**src/rtl/uart_tx_if.sv**
```systemverilog
`default_nettype none
// ============================================================================
// uart_tx_if : request/line bundle between a byte source and the UART TX.
// Rev 1.0
// ============================================================================
interface uart_tx_if;
  logic       tx_start;
  logic [7:0] tx_data;
  logic       uart_tx;
  logic       tx_busy;
  logic       tx_done;

  modport master (
    output tx_start,
    output tx_data,
    input  uart_tx,
    input  tx_busy,
    input  tx_done
  );

  modport slave (
    input  tx_start,
    input  tx_data,
    output uart_tx,
    output tx_busy,
    output tx_done
  );
endinterface
`default_nettype wire

```
**src/rtl/uart_tx.sv**
```systemverilog
`default_nettype none
// ============================================================================
// uart_tx : 8N1 UART transmitter (start, 8 data bits LSB-first, stop).
// Rev 1.0
// ============================================================================
module uart_tx #(
  parameter int CLOCK_FREQ = 50000000,
  parameter int BAUD_RATE  = 115200
) (
  input wire       clk,
  input wire       rst,
  uart_tx_if.slave bus
);

  localparam int          CLKS_PER_BIT = CLOCK_FREQ / BAUD_RATE;
  localparam logic [15:0] C_BIT_LAST   = 16'(CLKS_PER_BIT - 1);

  typedef enum logic [1:0] {
    S_IDLE  = 2'd0,
    S_START = 2'd1,
    S_DATA  = 2'd2,
    S_STOP  = 2'd3
  } state_e;

  state_e      state_q,     state_d;
  logic [15:0] clk_count_q, clk_count_d;
  logic [2:0]  bit_index_q, bit_index_d;
  logic [7:0]  shift_q,     shift_d;
  logic        line_q,      line_d;
  logic        busy_q,      busy_d;
  logic        done_q,      done_d;
  logic        w_bit_end;

  assign w_bit_end = (clk_count_q == C_BIT_LAST);

  always_comb begin
    state_d     = state_q;
    clk_count_d = clk_count_q;
    bit_index_d = bit_index_q;
    shift_d     = shift_q;
    line_d      = 1'b1;

    case (state_q)
      S_IDLE: begin
        line_d      = 1'b1;
        clk_count_d = 16'd0;
        if (bus.tx_start) begin
          shift_d = bus.tx_data;
          state_d = S_START;
        end
      end
      S_START: begin
        line_d = 1'b0;
        if (w_bit_end) begin
          clk_count_d = 16'd0;
          bit_index_d = 3'd0;
          state_d     = S_DATA;
        end else begin
          clk_count_d = clk_count_q + 16'd1;
        end
      end
      S_DATA: begin
        line_d = shift_q[bit_index_q];
        if (w_bit_end) begin
          clk_count_d = 16'd0;
          if (bit_index_q == 3'd7) begin
            state_d = S_STOP;
          end else begin
            bit_index_d = bit_index_q + 3'd1;
          end
        end else begin
          clk_count_d = clk_count_q + 16'd1;
        end
      end
      S_STOP: begin
        line_d = 1'b1;
        if (w_bit_end) begin
          clk_count_d = 16'd0;
          state_d     = S_IDLE;
        end else begin
          clk_count_d = clk_count_q + 16'd1;
        end
      end
    endcase

    // Flags are registered from next-state so they line up with state_q.
    busy_d = (state_d != S_IDLE);
    done_d = (state_d == S_STOP) && (clk_count_d == C_BIT_LAST);
  end

  always_ff @(posedge clk) begin
    if (rst) begin
      state_q     <= S_IDLE;
      clk_count_q <= 16'd0;
      bit_index_q <= 3'd0;
      shift_q     <= 8'd0;
      line_q      <= 1'b1;
      busy_q      <= 1'b0;
      done_q      <= 1'b0;
    end else begin
      state_q     <= state_d;
      clk_count_q <= clk_count_d;
      bit_index_q <= bit_index_d;
      shift_q     <= shift_d;
      line_q      <= line_d;
      busy_q      <= busy_d;
      done_q      <= done_d;
    end
  end

  assign bus.uart_tx = line_q;
  assign bus.tx_busy = busy_q;
  assign bus.tx_done = done_q;

endmodule
`default_nettype wire

```
**src/flat_wrapper.sv**
```systemverilog
// flat-port wrapper written by rule: the top's interface ports become plain ports
module uart_tx_flat 
#(
  parameter int CLOCK_FREQ = 50000000,
  parameter int BAUD_RATE  = 115200
)
  (clk, rst, bus_tx_start, bus_tx_data, bus_uart_tx, bus_tx_busy, bus_tx_done);
  uart_tx_if bus_i ();
  input wire clk;
  input wire rst;
  input wire logic [$bits(bus_i.tx_start)-1:0] bus_tx_start;
  input wire logic [$bits(bus_i.tx_data)-1:0] bus_tx_data;
  output wire logic [$bits(bus_i.uart_tx)-1:0] bus_uart_tx;
  output wire logic [$bits(bus_i.tx_busy)-1:0] bus_tx_busy;
  output wire logic [$bits(bus_i.tx_done)-1:0] bus_tx_done;
  assign bus_i.tx_start = bus_tx_start;
  assign bus_i.tx_data = bus_tx_data;
  assign bus_uart_tx = bus_i.uart_tx;
  assign bus_tx_busy = bus_i.tx_busy;
  assign bus_tx_done = bus_i.tx_done;
  uart_tx #(.CLOCK_FREQ(CLOCK_FREQ), .BAUD_RATE(BAUD_RATE)) u_core (.clk(clk), .rst(rst), .bus(bus_i));
endmodule
```
**config.mk**
```make
export PLATFORM = sky130hd
export DESIGN_NAME = uart_tx_flat
export DESIGN_NICKNAME = d
export VERILOG_FILES = /design/src/rtl/uart_tx_if.sv /design/src/rtl/uart_tx.sv /design/src/flat_wrapper.sv
export SDC_FILE = /design/constraint.sdc
export NUM_CORES = 1
export LEC_CHECK = 0
export ABC_AREA = 0
export BUFFER_PORTS_ARGS = -buffer_cell sky130_fd_sc_hd__buf_2
export CAP_MARGIN = 20
export CELL_PAD_IN_SITES_DETAIL_PLACEMENT = 0
export CELL_PAD_IN_SITES_GLOBAL_PLACEMENT = 1
export CORE_MARGIN = 5
export CORE_UTILIZATION = 40
export CTS_BUF_LIST = sky130_fd_sc_hd__clkbuf_8 sky130_fd_sc_hd__clkbuf_16
export CTS_CLUSTER_DIAMETER = 60
export DETAILED_ROUTE_END_ITERATION = 7
export PLACE_DENSITY_LB_ADDON = 0.05
export SYNTH_ARGS = -nofsm -noshare
export SYNTH_HDL_FRONTEND = slang
export SYNTH_SLANG_ARGS = --single-unit
```
**constraint.sdc**
```tcl
create_clock -name clk -period 3.7 [get_ports clk]
set_input_delay 0.555 -clock clk [delete_from_list [all_inputs] [get_ports clk]]
set_output_delay 0.555 -clock clk [all_outputs]
set_load 0.05 [all_outputs]
```
==> qor.yml, run 1 <==
routing:
  vias_per_cell: 5.32
  ant_nets: 0
  routed_wl_um: 3670
  drc_errors: 0
  drt_iter0_drc: 93
  vias: 1345
  routedWlPerCell_um: 14.5
  first_pass_iters: 4
power_and_ir_drop:
  intPower_mw: 0.529
  power_density_nw_per_um2: 364
  power.leakage_nw: 0.720
  pwr-share-comb_pct: 10.3
  switching_share_pct: 25.1
  p_switching_mw: 0.177
  p_clk_share_pct: 38.4
  fin_total_pwr_mw: 0.706
  irDropWorstVdd_mv: 0.187
  pwr-share-seq_pct: 51.3
sta:
  tightest_slew_ns: 0.614
  hold_viol_final: 0
  relSlewSlack_pct: 59.1
  worst_clock_skew_ns: 0.00508
  tns_ns: 0
  timing.fmax_mhz: 481
  rsz0062_at_grt: "no"
  min_period_ns: 2.08
  period_share_pct: 56.2
  setup_viol: 0
  final_max_slew_viol_count: 0
cts:
  clock-root-buffer: "clkbuf_8"
  path_clk_slew_ns: 0.06
  cts_tree: "yes"
  cts_setup_buffers: 0
  cts_made_buffers: 5
  ctsHtreeMaxLevel: 2
  clock-sinks: 32
  cts.repair.resized: 0
  clockBufferDepth: 2
  cts_hold_buf: 0
  clock_latency_ns: 0.28
floorplan:
  coreArea_um2: 4320
  ios: 14
  die_y_um: 76.6
  start_util_pct: 41.0
  rows: 24
  dieArea_um2: 5860
  die_w_um: 76.6
setup_path:
  critPathSlowestCell: "dfxtp_1"
  critical_path.endpoint_type: "register"
  start_kind: "register"
  critPathMaxStageDelay_ns: 0.42
  path_cells: "ha_1, nand3_2, nor4_4, mux2_1, o211ai_1, and4_1"
  cp_max_fo: 8
  critical_path_class: "register to register"
  worstPathArrival_ns: 2.30
  cp.required_ns: 3.92
cells_and_area:
  layout_commonest_cell: "dfxtp_1"
  antennaDiodeCount: 0
  area_growth_pct: 9.53
  final_cell_mix: "32 x dfxtp_1, 26 x nor2_1, 15 x nand2_1, 15 x nand3_1"
  instances_no_fill: 253
  drive_gt1_share_pct: 17.9
  nNetsFinal: 220
synthesis:
  synth-edff-count: 0
  synth_ff_type: "dfxtp_1"
  syn_nets: 209
  ys_warn_count: 0
  syn_inst: 189
  ys_seq_area_share_pct: 36.2
  syn_area_um2: 1770
  ys_seq_elements: 32
  postSynth.asyncResetShare_pct: 0
  avgSynthCellArea_um2: 9.37
  synthDistinctLibCells: 47
outcome:
  status: "finished clean"
flow_run:
  drv_cap: 0
placed_design:
  io_buffers: 13
  place_congestion: 0.854
  dpl.cell_count: 245
  dp_hpwl_um: 2690
hold_path:
  min-delay-path-class: "register to register"
global_routing:
  antenna_found_initial: 0
  grtUsageTotal_pct: 13.5
  grt_max_degree: 17
  grt_overflow_total: 0
  grt_pass1_wl_um: 6420
  grt_pass1_vias: 1362
==> per-stage QoR <==
stage	area [µm²]	utilization [%]	hold WS, ns	setup slack, ns
floorplan	1770	-	0.433	1.87
global placement	1850	42.8	0.438	1.66
detailed placement	1850	42.8	0.448	1.64
CTS	1940	44.9	0.456	1.61
global route	1940	44.9	0.492	1.46
finish	1940	44.9	0.457	1.62
==> critical path: cells and delay by family (launching register included) <==
family	cells	cell delay (ns)
AOI/OAI and AO/OA	1	0.16
adders and majority gates	1	0.26
muxes	1	0.36
and+or+nand+nor	3	0.83
DFF	1	0.42
==> synth_stat cells (2+ instances only) <==
library cell,count,share of area (%)
buf_4,2,0.85
buf_2,2,0.56
clkbuf_1,4,0.85
a2111oi_4,2,3.1
o21ai_0,5,1.4
or2_2,2,0.71
nand2_1,15,3.2
ha_1,9,6.4
nor2_1,26,5.5
o211ai_1,2,0.85
nand3_1,15,4.2
nand2b_1,3,1.1
mux4_2,2,2.5
a21oi_1,13,3.7
nor3_1,2,0.56
xnor2_1,8,4.0
dfxtp_1,32,36
xor2_1,6,3.0
mux2i_1,3,1.7
inv_1,5,1.1
nand4_1,5,1.8
==> power by group through the flow <==
stage | Combinational (mW) | Clock, mW | Sequential, mW
after floorplan | 0.0468 | 0 | 0.377
after global placement | 0.0730 | 0 | 0.369
after detailed placement | 0.0742 | 0 | 0.370
after CTS | 0.0743 | 0.280 | 0.362
after global routing | 0.0821 | 0.295 | 0.363
final | 0.0728 | 0.271 | 0.362
==> flip-flops by register name, indices dropped and copies added, names as in the netlist <==
signal / flops
u_core.shift_q: 8
u_core.bus.uart_tx: 1
u_core.bus.tx_done: 1
u_core.bit_index_q: 3
u_core.bus.tx_busy: 1
u_core.state_q: 2
u_core.clk_count_q: 16
==> cell families (layout without fill, tap and decap cells) <==
family | count (synthesis) | in the layout | share of synthesized area, %
fa+ha+maj | 9 | 9 | 6.36
flops | 32 | 32 | 36.2
xor+xnor | 14 | 14 | 6.92
simple gates | 86 | 86 | 29.3
mux | 7 | 7 | 5.51
buf+inv | 14 | 26 | 3.95
compound gates | 27 | 27 | 11.8
==> per-layer routing <==
metal | vias to the layer above | share of wire (%) | GRT usage (%)
met3 | 7 | 2.6 | 3.90
met2 | 20 | 50 | 22.8
met4 | 0 | 1.6 | 6.12
met5 | - | 0 | 0
li1 | 687 | - | -
met1 | 631 | 45 | 15.6
==> layout make-up <==
cell class / count / area (µm²)
Fill cell: 446 / 2380
Multi-Input combinational cell: 143 / 1060
Sequential cell: 32 / 641
Clock buffer: 6 / 82.6
Timing Repair Buffer: 13 / 65.1
Tap cell: 52 / 65.1
Inverter: 5 / 18.8
Clock inverter: 2 / 7.51
==> worst paths after layout <==
check | cells past startpoint | slack [ns] | start | endpoint
setup / recovery | 6 | 1.62 | u_core.clk_count_q[0] | u_core.bus.tx_done
hold / removal | 2 | 0.46 | u_core.shift_q[0] | u_core.shift_q[0]
setup reg to reg | 6 | 1.62 | u_core.clk_count_q[0] | u_core.bus.tx_done
hold reg to reg | 2 | 0.46 | u_core.shift_q[0] | u_core.shift_q[0]
Power figures use the tool's default switching activity.
==> run 2: changes to the inputs <==
ABC_AREA = 1   (was 0)
clock period = 2 ns   (was 3.7 ns; I/O delays follow)
==> qor.yml, run 2 <==
synthesis:
  yosys.area.top_type: "dfxtp_1"
  syn_inst: 242
  netlist_top_cells_area: "dfxtp_1 38%, nor2_1 12%, nand2_1 8.1%"
  yosysMostFrequentCell: "nor2_1"
  ys_warn_count: 0
  synthDistinctLibCells: 28
  syn_area_um2: 1710
  synth_top_area_share_pct: 37.5
  yosys-top-cells-count: "53 x nor2_1, 37 x nand2_1, 32 x dfxtp_1"
  ys_seq_area_share_pct: 37.5
  avgSynthCellArea_um2: 7.05
  postSynth.asyncResetShare_pct: 0
  synth_ff_type: "dfxtp_1"
  ys_seq_elements: 32
  synth-edff-count: 0
  syn_nets: 262
setup_path:
  critical_path_class: "register to register"
  r2r-start: "u_core.clk_count_q[0]"
  path_cells: "ha_1, nand2_1, nor2_2, nand2_1, xor2_1, nor2_1, nand2_1, nor2_1, nand2_1, nor2_1"
  cp_max_fo: 5
  ff2ff_path_depth: 10
  crit_top_cell: "nand2_1"
  critPathMaxStageDelay_ns: 0.40
  cp.required_ns: 2.22
  critical_path.endpoint_type: "register"
  worstPathArrival_ns: 1.87
  critPathSlowestCell: "dfxtp_1"
  reg2reg_slack_ns: 0.35
  r2r_end: "u_core.bus.tx_done"
  start_kind: "register"
cts:
  cts.repair.resized: 0
  cts_tree: "yes"
  cts_hold_buf: 0
  path_clk_slew_ns: 0.07
  clock-root-buffer: "clkbuf_8"
  clock-sinks: 32
  clockBufferDepth: 2
  cts_setup_buffers: 0
  clock_latency_ns: 0.28
  ctsHtreeMaxLevel: 2
  cts_made_buffers: 5
floorplan:
  die_w_um: 75.3
  start_util_pct: 42.1
  coreArea_um2: 4060
  die_y_um: 75.3
  rows: 23
  ios: 14
  dieArea_um2: 5670
sta:
  period_share_pct: 82.3
  hold_viol_final: 0
  tns_ns: 0
  relSlewSlack_pct: 77.5
  tightest_slew_ns: 0.336
  worst_clock_skew_ns: 0.00604
  timing.fmax_mhz: 608
  min_period_ns: 1.65
  setup_viol: 0
  final_max_slew_viol_count: 0
  rsz0062_at_grt: "no"
routing:
  routedWlPerCell_um: 11.8
  m1WireLength_um: 1770
  vias: 1473
  vias_per_cell: 4.75
  ant_nets: 0
  first_pass_iters: 4
  wl_met3_um: 123
  routed_wl_um: 3660
  wl_met2_um: 1690
  drt_iter0_drc: 38
  drc_errors: 0
  maxUsedRoutingLayer: "met4"
cells_and_area:
  layout_commonest_cell: "nor2_1"
  nNetsFinal: 280
  antennaDiodeCount: 0
  top_register: "u_core.clk_count_q"
  final_cell_area_um2: 1900
  area_growth_pct: 11.6
  drive_gt1_share_pct: 15.4
  largest_reg_flops: 16
  final_cell_mix: "53 x nor2_1, 37 x nand2_1, 32 x dfxtp_1"
  largestRegisters: "u_core.clk_count_q: 16 flops, u_core.shift_q: 8 flops, u_core.bit_index_q: 3 flops"
hold_path:
  min-delay-path-class: "input pin to register"
  holdPathStages: 3
  hp-start: "bus_tx_data[4]"
  min_to: "u_core.shift_q[4]"
placed_design:
  io_buffers: 13
  dp_hpwl_um: 2890
  place_congestion: 0.774
  placed_area_um2: 1830
power_and_ir_drop:
  irDropWorstVdd_mv: 0.461
  power.leakage_nw: 0.813
  fin_total_pwr_mw: 1.24
  power_density_nw_per_um2: 651
global_routing:
  grt_pass1_vias: 1455
  grt_max_degree: 14
  grt_pass1_wl_um: 6310
  antenna_found_initial: 0
  grtUsageTotal_pct: 14.9
  grt_overflow_total: 0
flow_run:
  drv_cap: 0
outcome:
  status: "finished clean"
run 2: cell types whose count changed after synthesis, moves of 3 or more:
cell and delta:
nor2_1 +27, nand2_1 +22, inv_1 +18, o21ai_0 +13, a21oi_1 -9, nand2_2 +6
xnor2_1 -6, nor2_2 +4, clkbuf_1 -3, inv_2 +3, mux2i_1 -3, nand2b_1 -3
nand3_1 +3, o21bai_1 +3
run 2: report_power, final:
| part | internal, mW | total [mW] | switching, mW | leakage, nW |
|---|---|---|---|---|
| clock network | 0.231 | 0.460 | 0.229 | 0.0452 |
| logic | 0.0368 | 0.110 | 0.0735 | 0.508 |
| registers | 0.659 | 0.670 | 0.0109 | 0.261 |
run 2: layout make-up:
class | count | area [µm²]
Inverter | 27 | 101
Clock inverter | 2 | 8.76
Multi-Input combinational cell | 181 | 957
Clock buffer | 5 | 68.8
Fill cell | 435 | 2150
Sequential cell | 32 | 641
Timing Repair Buffer | 13 | 65.1
Tap cell | 50 | 62.6
run 2: worst max path at each step:
stage | slack (ns) | endpoint | from | depth (start not counted)
5_1_grt | 0.08 | u_core.bit_index_q[2] | u_core.state_q[0] | 8
3_3_place_gp | 0.32 | u_core.bus.tx_done | u_core.clk_count_q[0] | 10
4_1_cts | 0.29 | u_core.bus.tx_done | u_core.clk_count_q[0] | 10
3_5_place_dp | 0.31 | u_core.bus.tx_done | u_core.clk_count_q[0] | 10
2_1_floorplan | 0.56 | u_core.bus.tx_busy | u_core.state_q[1] | 8
6_report | 0.35 | u_core.bus.tx_done | u_core.clk_count_q[0] | 10
run 2: cells by family after synthesis:
family / share of synthesized area [%]
AOI/OAI and AO/OA: 10.4
xor gates and xnor gates: 3.08
adders and majority gates: 6.60
buffers and inverters: 6.38
DFF: 37.5
and+or+nand+nor: 36.0
run 2: layer usage:
metal	GRT usage, %	vias up
li1	-	812
met1	17.9	634
met2	24.5	20
met3	4.35	7
met4	6.99	0
met5	0	-
run 2: through the flow:
step                utilization (%)  hold WS, ns  std cells  setup WS, ns
floorplan                         -        0.366        242         0.564
global route                   46.9        0.256        310        0.0827
finish                         46.9        0.266        310         0.354
global placement               45.0        0.464        303         0.316
CTS                            46.9        0.258        310         0.289
detailed placement             45.0        0.471        303         0.310
run 2: worst max-delay path: cells and delay by family, from the launching register on:
family	cells	cell delay, ns
and+or+nand+nor	8	0.81
DFF	1	0.40
adders and majority gates	1	0.20
xor gates and xnor gates	1	0.17
==> run 3: changes to the inputs <==
clock period = 1.73 ns   (was 2 ns; I/O delays follow)
==> qor.yml, run 3 (synthesized netlist as in run 2, its figures left out) <==
outcome:
  status: "finished clean"
sta:
  worst_clock_skew_ns: 0.00507
  period_share_pct: 91.2
  final_max_slew_viol_count: 0
  hold_viol_final: 0
  layout_setup_ws_ns: 0.152
  rsz0062_at_grt: "yes"
  setup_viol: 0
  tightest_slew_ns: 0.315
  min_period_ns: 1.58
  timing.fmax_mhz: 634
  relSlewSlack_pct: 79.0
power_and_ir_drop:
  power.leakage_nw: 0.829
  irDropWorstVdd_mv: 0.374
  power_density_nw_per_um2: 817
setup_path:
  ff2ff_path_depth: 8
  start_kind: "register"
  r2r_end: "u_core.bus.tx_done"
  cp_max_fo: 5
  critical_path_class: "register to register"
  critical_path.endpoint_type: "register"
  reg2reg_slack_ns: 0.15
  cp.required_ns: 1.95
  worstPathArrival_ns: 1.80
  r2r-start: "u_core.clk_count_q[0]"
hold_path:
  hp-start: "bus_tx_data[4]"
  min_to: "u_core.shift_q[4]"
  holdPathStages: 3
  min-delay-path-class: "input pin to register"
cells_and_area:
  area_growth_pct: 14.8
  antennaDiodeCount: 0
  final_cell_mix: "53 x nor2_1, 36 x nand2_1, 30 x dfxtp_1"
  layout_commonest_cell: "nor2_1"
  drive_gt1_share_pct: 18.3
  largest_reg_flops: 16
  top_register: "u_core.clk_count_q"
  nNetsFinal: 281
  largestRegisters: "u_core.clk_count_q: 16 flops, u_core.shift_q: 8 flops, u_core.bit_index_q: 3 flops"
  utilization_pct: 48.3
placed_design:
  place_congestion: 0.811
  io_buffers: 13
  dp_hpwl_um: 2890
  dp_slack_ns: 0.0628
cts:
  clock-root-buffer: "clkbuf_8"
  cts_tree: "yes"
  clock_latency_ns: 0.28
  ctsHtreeMaxLevel: 2
  cts_setup_buffers: 0
  path_clk_slew_ns: 0.07
  clockBufferDepth: 2
  cts_made_buffers: 5
  clock-sinks: 32
floorplan:
  coreArea_um2: 4060
  start_util_pct: 42.1
  rows: 23
  ios: 14
  dieArea_um2: 5670
  die_y_um: 75.3
  die_w_um: 75.3
global_routing:
  grtUsageTotal_pct: 15.6
  grt_pass1_vias: 1458
  grt_max_degree: 14
  antenna_found_initial: 0
  grt_pass1_wl_um: 6600
  grt_overflow_total: 0
routing:
  first_pass_iters: 4
  routedWlPerCell_um: 11.7
  vias_per_cell: 4.84
  vias: 1510
  drt_iter0_drc: 70
  ant_nets: 0
  routed_wl_um: 3670
  drc_errors: 0
flow_run:
  drv_cap: 0
run 3: critical path, stage by stage, from the launching register on:
cell     delay, ns
dfxtp_2       0.37
ha_2          0.20
nand2_2       0.09
nor3_2        0.26
xnor2_1       0.18
nand3_1       0.10
nor2_1        0.16
nand2_1       0.08
nor2_1        0.09
run 3: cell type report:
| cell class | count | area (µm²) |
|---|---|---|
| Fill cell | 436 | 2100 |
| Multi-Input combinational cell | 181 | 972 |
| Sequential cell | 32 | 643 |
| Inverter | 27 | 101 |
| Timing Repair Buffer | 14 | 72.6 |
| Clock buffer | 5 | 68.8 |
| Tap cell | 50 | 62.6 |
| Clock inverter | 3 | 38.8 |
run 3: worst max-delay path by stage:
stage | to | slack (ns) | start
after floorplan | u_core.bus.tx_busy | 0.29 | u_core.state_q[1]
after global placement | u_core.bus.tx_done | 0.03 | u_core.clk_count_q[0]
after detailed placement | u_core.bus.tx_done | 0.06 | u_core.clk_count_q[0]
after CTS | u_core.bus.tx_done | 0.03 | u_core.clk_count_q[0]
after global routing | u_core.bus.tx_done | -0.01 | u_core.clk_count_q[0]
final | u_core.bus.tx_done | 0.15 | u_core.clk_count_q[0]
run 3: power by group:
part	switching, mW	leakage, nW	internal [mW]
Sequential	0.0121	0.261	0.762
Combinational	0.0862	0.509	0.0452
Clock	0.275	0.0593	0.421
run 3: stage by stage:
step           instance area, µm²  std cells  power [mW]  hold WS (ns)  setup TNS [ns]
2_1_floorplan                1710        242       0.882         0.326               0
3_3_place_gp                 1830        304       0.925         0.460               0
3_5_place_dp                 1830        304       0.923         0.467               0
4_1_cts                      1940        312        1.63         0.214               0
5_1_grt                      1960        312        1.70         0.228         -0.0105
6_report                     1960        312        1.60         0.226               0
run 3: timing repair:
action,4_1_cts,5_1_grt
endpoints found under the hold margin,0,0
gates resized for setup,0,7
hold buffers,0,0
endpoints found under the setup margin,0,4
run 3: metal layers:
metal	track usage, %	vias to the layer above	routed length [µm]
met3	3.96	7	117
met4	6.41	0	58
met1	19.3	666	1690
met2	25.8	22	1800
met5	0	-	0
li1	-	815	-
